<file path="src/rtl/lfo_ctrl.sv">
// ============================================================================
//  Module   : lfo_ctrl
//  Purpose  : Sample-rate scheduler, switch debouncer and depth ramp for the
//             LFO generator.
//  Revision : 1.0
// ============================================================================
`default_nettype none

module lfo_ctrl #(
   parameter int CLK_DIV        = 544,
   parameter int DEBOUNCE_TICKS = 441,
   parameter int RAMP_TICKS     = 64
) (
   input  logic       clk_i,
   input  logic       reset_i,
   input  logic [3:0] freqSw_i,
   input  logic [3:0] depthSw_i,
   input  logic       fifoFull_i,
   output logic [3:0] freqSetting_o,
   output logic [3:0] scaleFactor_o,
   output logic       lfoUpdate_o,
   output logic       ramping_o,
   output logic       overrun_o
);

   localparam int c_DIV_W  = $clog2(CLK_DIV);
   localparam int c_DB_W   = $clog2(DEBOUNCE_TICKS + 1);
   localparam int c_RAMP_W = $clog2(RAMP_TICKS + 1);

   localparam logic [c_DIV_W-1:0]  c_DIV_LAST  = c_DIV_W'(CLK_DIV - 1);
   localparam logic [c_DB_W-1:0]   c_DB_FULL   = c_DB_W'(DEBOUNCE_TICKS);
   localparam logic [c_RAMP_W-1:0] c_RAMP_FULL = c_RAMP_W'(RAMP_TICKS);

   typedef enum logic [0:0] {
      ST_IDLE = 1'b0,
      ST_RAMP = 1'b1
   } state_t;

   // ---------------------------------------------------------------- divider
   logic [c_DIV_W-1:0] r_div_cnt;
   logic               w_tick;

   assign w_tick = (r_div_cnt == c_DIV_LAST);

   always_ff @(posedge clk_i) begin
      if (reset_i)      r_div_cnt <= '0;
      else if (w_tick)  r_div_cnt <= '0;
      else              r_div_cnt <= r_div_cnt + c_DIV_W'(1);
   end

   // ------------------------------------------------------ update scheduling
   logic r_pending;
   logic r_update;
   logic r_overrun;
   logic w_req;

   assign w_req = w_tick | r_pending;

   always_ff @(posedge clk_i) begin
      if (reset_i) begin
         r_pending <= 1'b0;
         r_update  <= 1'b0;
         r_overrun <= 1'b0;
      end else begin
         r_update  <= w_req & ~fifoFull_i;
         r_pending <= w_req & fifoFull_i;
         // Only one update can be held; a second tick while held is lost.
         if (w_tick & r_pending & fifoFull_i)
            r_overrun <= 1'b1;
      end
   end

   // ------------------------------------------- synchronize + debounce (x2)
   logic [1:0][3:0] w_sw_raw;
   logic [3:0]      w_cand [2];
   logic [1:0]      w_commit;

   assign w_sw_raw = {depthSw_i, freqSw_i};

   for (genvar b = 0; b < 2; b++) begin : g_bus
      logic [3:0]        r_meta;
      logic [3:0]        r_sync;
      logic [3:0]        r_cand;
      logic [c_DB_W-1:0] r_cnt;
      logic [c_DB_W-1:0] w_cnt_inc;

      assign w_cnt_inc   = r_cnt + c_DB_W'(1);
      assign w_cand[b]   = r_cand;
      assign w_commit[b] = w_tick && (r_sync == r_cand) &&
                           (r_cnt != c_DB_FULL) && (w_cnt_inc == c_DB_FULL);

      always_ff @(posedge clk_i) begin
         if (reset_i) begin
            r_meta <= '0;
            r_sync <= '0;
            r_cand <= '0;
            r_cnt  <= '0;
         end else begin
            r_meta <= w_sw_raw[b];
            r_sync <= r_meta;
            if (w_tick) begin
               if (r_sync != r_cand) begin
                  r_cand <= r_sync;
                  r_cnt  <= '0;
               end else if (r_cnt != c_DB_FULL) begin
                  r_cnt  <= w_cnt_inc;
               end
            end
         end
      end
   end

   // ------------------------------------------------------ committed values
   logic [3:0] r_freq;
   logic [3:0] r_target;
   logic [3:0] w_target_nxt;

   // The FSM looks at the incoming target so ramp entry lands in the tick cycle.
   assign w_target_nxt = w_commit[1] ? w_cand[1] : r_target;

   always_ff @(posedge clk_i) begin
      if (reset_i) begin
         r_freq   <= '0;
         r_target <= '0;
      end else begin
         if (w_commit[0]) r_freq   <= w_cand[0];
         if (w_commit[1]) r_target <= w_cand[1];
      end
   end

   // --------------------------------------------------------------- depth FSM
   state_t              r_state, w_state_nxt;
   logic [3:0]          r_scale, w_scale_nxt;
   logic [c_RAMP_W-1:0] r_ramp_cnt, w_ramp_cnt_nxt;
   logic [c_RAMP_W-1:0] w_ramp_inc;

   assign w_ramp_inc = r_ramp_cnt + c_RAMP_W'(1);

   always_ff @(posedge clk_i) begin
      if (reset_i) begin
         r_state    <= ST_IDLE;
         r_scale    <= '0;
         r_ramp_cnt <= '0;
      end else begin
         r_state    <= w_state_nxt;
         r_scale    <= w_scale_nxt;
         r_ramp_cnt <= w_ramp_cnt_nxt;
      end
   end

   always_comb begin
      w_state_nxt    = r_state;
      w_scale_nxt    = r_scale;
      w_ramp_cnt_nxt = r_ramp_cnt;
      case (r_state)
         ST_IDLE: begin
            if (w_target_nxt != r_scale) begin
               w_state_nxt    = ST_RAMP;
               w_ramp_cnt_nxt = '0;
            end
         end
         ST_RAMP: begin
            if (w_tick) begin
               if (w_ramp_inc == c_RAMP_FULL) begin
                  w_ramp_cnt_nxt = '0;
                  if (w_target_nxt > r_scale)      w_scale_nxt = r_scale + 4'd1;
                  else if (w_target_nxt < r_scale) w_scale_nxt = r_scale - 4'd1;
               end else begin
                  w_ramp_cnt_nxt = w_ramp_inc;
               end
            end
            if (w_scale_nxt == w_target_nxt)
               w_state_nxt = ST_IDLE;
         end
         default: w_state_nxt = ST_IDLE;
      endcase
   end

   assign freqSetting_o = r_freq;
   assign scaleFactor_o = r_scale;
   assign lfoUpdate_o   = r_update;
   assign ramping_o     = (r_state == ST_RAMP);
   assign overrun_o     = r_overrun;

endmodule

`default_nettype wire

</file>
<file path="config.mk">
export PLATFORM = sky130hd
export DESIGN_NAME = lfo_ctrl
export DESIGN_NICKNAME = d
export VERILOG_FILES = /design/src/rtl/lfo_ctrl.sv
export SDC_FILE = /design/constraint.sdc
export NUM_CORES = 1
export LEC_CHECK = 0
export CAP_MARGIN = 20
export CORE_UTILIZATION = 35
export CTS_CLUSTER_SIZE = 10
export DETAILED_ROUTE_END_ITERATION = 10
export PLACE_DENSITY_LB_ADDON = 0.08
export SLEW_MARGIN = 20
export SYNTH_ARGS = -nofsm -noshare
export SYNTH_HDL_FRONTEND = slang
export SYNTH_SLANG_ARGS = --single-unit
</file>
<file path="constraint.sdc">
create_clock -name clk_i -period 5.5 [get_ports clk_i]
set_clock_uncertainty 0.05 [all_clocks]
set_input_delay 0.55 -clock clk_i [delete_from_list [all_inputs] [get_ports clk_i]]
set_output_delay 0.55 -clock clk_i [all_outputs]
set_load 0.02 [all_outputs]
</file>
==> results.toml <==
[run_status]
status = "finished clean"

[setup_path]
path_class = "flip-flop to flip-flop"
cp_num_buf_inv = 0
worstPathMaxFanout = 6
critPathSlowestCell = "or3b_2"
cp.required_ps = 5640
critPathMaxStageDelay_ps = 460
end_kind = "flip-flop"
worstPathCellList = "ha_1 -> nand3_1 -> or3b_2 -> a21oi_1 -> o2111ai_4 -> mux2_4 -> ha_1 -> nor2b_1 -> o211ai_1 -> nand2_1 -> nor2_1 -> mux2_1 -> or3_1 -> a2111oi_1 -> a211oi_1"
cp.depth = 15
crit_family = "simple AND/OR/NAND/NOR gates"
worstPathArrival_ps = 4430
worstRegToRegCells = 15
start_kind = "flip-flop"
cpMostUsedCell = "ha_1"

[synth]
synth-xor-area-share_pct = 6.847
synth-compound-area-share_pct = 14.37
synth_top_family_by_area = "simple AND/OR/NAND/NOR gates"
syn_area_mm2 = 0.003710
synth_common_cells = "dfxtp_1, nor2_1, a21oi_1, nand2_1, o21ai_0"
ys.flop_type = "dfxtp_1"
synthMuxAreaShare_pct = 2.597
yosysSeqAreaShare_pct = 40.47
syn_avg_cell_area_um2 = 8.374
synth.area.top_cells = "dfxtp_1, nor2_1, ha_1, a21oi_1, nand2_1"
synth_edf_count = 0
yosysWarnings = 0
ys_async_sr_fraction_pct = 0
syn_nets = 469
synthAdderAreaFrac_pct = 5.059
synth_top_area_share_pct = 40.47
synth_area_leader_cell = "dfxtp_1"
synthSimpleGateAreaFrac_pct = 27.18
ys_ff_latch = 75
synth_cell_type_count = 51
syn_inst = 443
synth_most_common_cell = "dfxtp_1"

[cts]
cts_buffer_depth = 2
ctsHoldBuffers = 0
cts_sinks = 75
cts_resized = 0
postCtsSetupBuffers = 0
root_buffer = "clkbuf_8"
cts_buffers = 9
path_clk_slew_ps = 90
cts_tree = "built"
htreeDepth = 3
clk_latency_ps = 340

[pwr]
leakagePower_nw = 1.526
cellPowerDensity_mw_per_mm2 = 244.5
finalPower_mw = 1.031
ir_drop_mv = 0.1464

[timing]
rsz0062_at_grt = "false"
worstMarginPinSlew_ps = 785.6
finalSetupViolCount = 0
finalHoldViolCount = 0
slew_viol_final = 0
post-route-min-period_ps = 4288
relSlewSlack_pct = 47.62
worst_slack_ps = 1212
setup_tns_ps = 0
finalCritPeriodShare_pct = 77.96
whs_ps = 386.5
timing.fmax_ghz = 0.2332

[routing]
viasPerCell = 5.068
vias = 3036
post_drt_wl_per_cell_um = 12.87
first_iter_violations = 146
ant_nets = 0
totalWireLength_mm = 7.712
dr.pass1.iters = 4
remaining_drc_errors = 0

[run]
cap_violations = 0

[floorplan]
die_w_um = 105.0
core_mm2 = 0.01028
die_h_um = 105.0
pin_count = 22
start_util_pct = 36.10
placementRows = 37
dieArea_mm2 = 0.01102

[layout]
fin_util_pct = 41.02
areaGrowthSynthToFinish_pct = 13.63
nets = 484
antenna_cells = 0
drive_above_1_share_pct = 6.048

[placed_design]
dp_slack_ps = 1252
dp_hpwl_mm = 5.046
port_buffers = 21
place.gp.congestion = 0.8077

[grt]
gr-usage-all-layers_pct = 15.14
grt_remaining_overflow = 0
grt_pass1_vias = 2826
antenna_found_initial = 0
grt_max_degree = 76
grt_pass1_wl_mm = 13.54

[min_path]
min_path_cells = 1
hp-class = "flip-flop to flip-flop"
per-layer routing:
layer	global-route usage, %	up-vias	part of all wire [%]
li1	-	1581	-
met1	20.19	1421	52
met2	24.12	30	44
met3	3.618	4	3.2
met4	4.628	0	0.82
met5	0	-	0
placed cells by master (no fill, tap or decap), drive strengths merged, types with 3 or more instances in the layout:
cell | netlist | routed
or4 | 6 | 6
clkdlybuf4s50 | 0 | 20
dfxtp | 75 | 75
o21ai | 25 | 25
a22oi | 6 | 6
nor3 | 12 | 12
and3 | 8 | 8
ha | 15 | 15
nand2b | 3 | 3
nor2b | 21 | 21
nor2 | 54 | 54
inv | 14 | 16
o211ai | 4 | 4
xnor2 | 15 | 15
buf | 3 | 3
or3 | 10 | 10
a211oi | 3 | 3
nand3 | 18 | 18
nand4 | 9 | 9
a21oi | 37 | 37
mux2i | 7 | 7
nor3b | 3 | 3
a31oi | 4 | 4
xor2 | 14 | 14
nand3b | 3 | 3
clkbuf | 16 | 12
nand2 | 36 | 36
registers in the layout, indices dropped and copies added, names as in the netlist, 7 cells and up:
signal	cells
g_bus.r_cnt	18
r_div_cnt	10
g_bus.r_meta	8
g_bus.r_cand	8
g_bus.r_sync	8
r_ramp_cnt	7
cell type report:
class                           count  area (um2)
Fill cell                        1086        6062
Multi-Input combinational cell    334        2079
Sequential cell                    75        1501
Timing Repair Buffer               23       220.2
Tap cell                          136       170.2
Clock buffer                       12       155.1
Inverter                           15       56.30
Clock inverter                      4       32.53
report_power, final:
group	switching (mW)	internal, mW
clock network	0.216	0.192
logic	0.0353	0.0253
registers	0.0102	0.552
final timing paths:
check | start | end | slack [ps]
setup / recovery | g_bus[1].r_cnt[0]$_SDFFE_PP0P_ | ramping_o$_SDFF_PP0_ | 1210
hold / removal | g_bus[0].r_meta[1]$_SDFF_PP0_ | g_bus[0].r_sync[1]$_SDFF_PP0_ | 390
setup reg to reg | g_bus[1].r_cnt[0]$_SDFFE_PP0P_ | ramping_o$_SDFF_PP0_ | 1210
hold reg to reg | g_bus[0].r_meta[1]$_SDFF_PP0_ | g_bus[0].r_sync[1]$_SDFF_PP0_ | 390
logic make-up after synthesis:
| group | after synthesis |
|---|---|
| buffers and inverters | 34 |
| AND/OR/NAND/NOR | 193 |
| adder cells (fa/ha/maj) | 15 |
| multiplexers | 9 |
| XOR/XNOR | 29 |
| AO/OA/AOI/OAI | 88 |
| flip-flops | 75 |
per-stage QoR:
step | instances | instance area [um2]
2_1_floorplan | 443 | 3710
3_3_place_gp | 583 | 4028
3_5_place_dp | 583 | 4028
4_1_cts | 599 | 4215
5_1_grt | 599 | 4215
6_report | 599 | 4215
(Power assumes the default switching activity.)
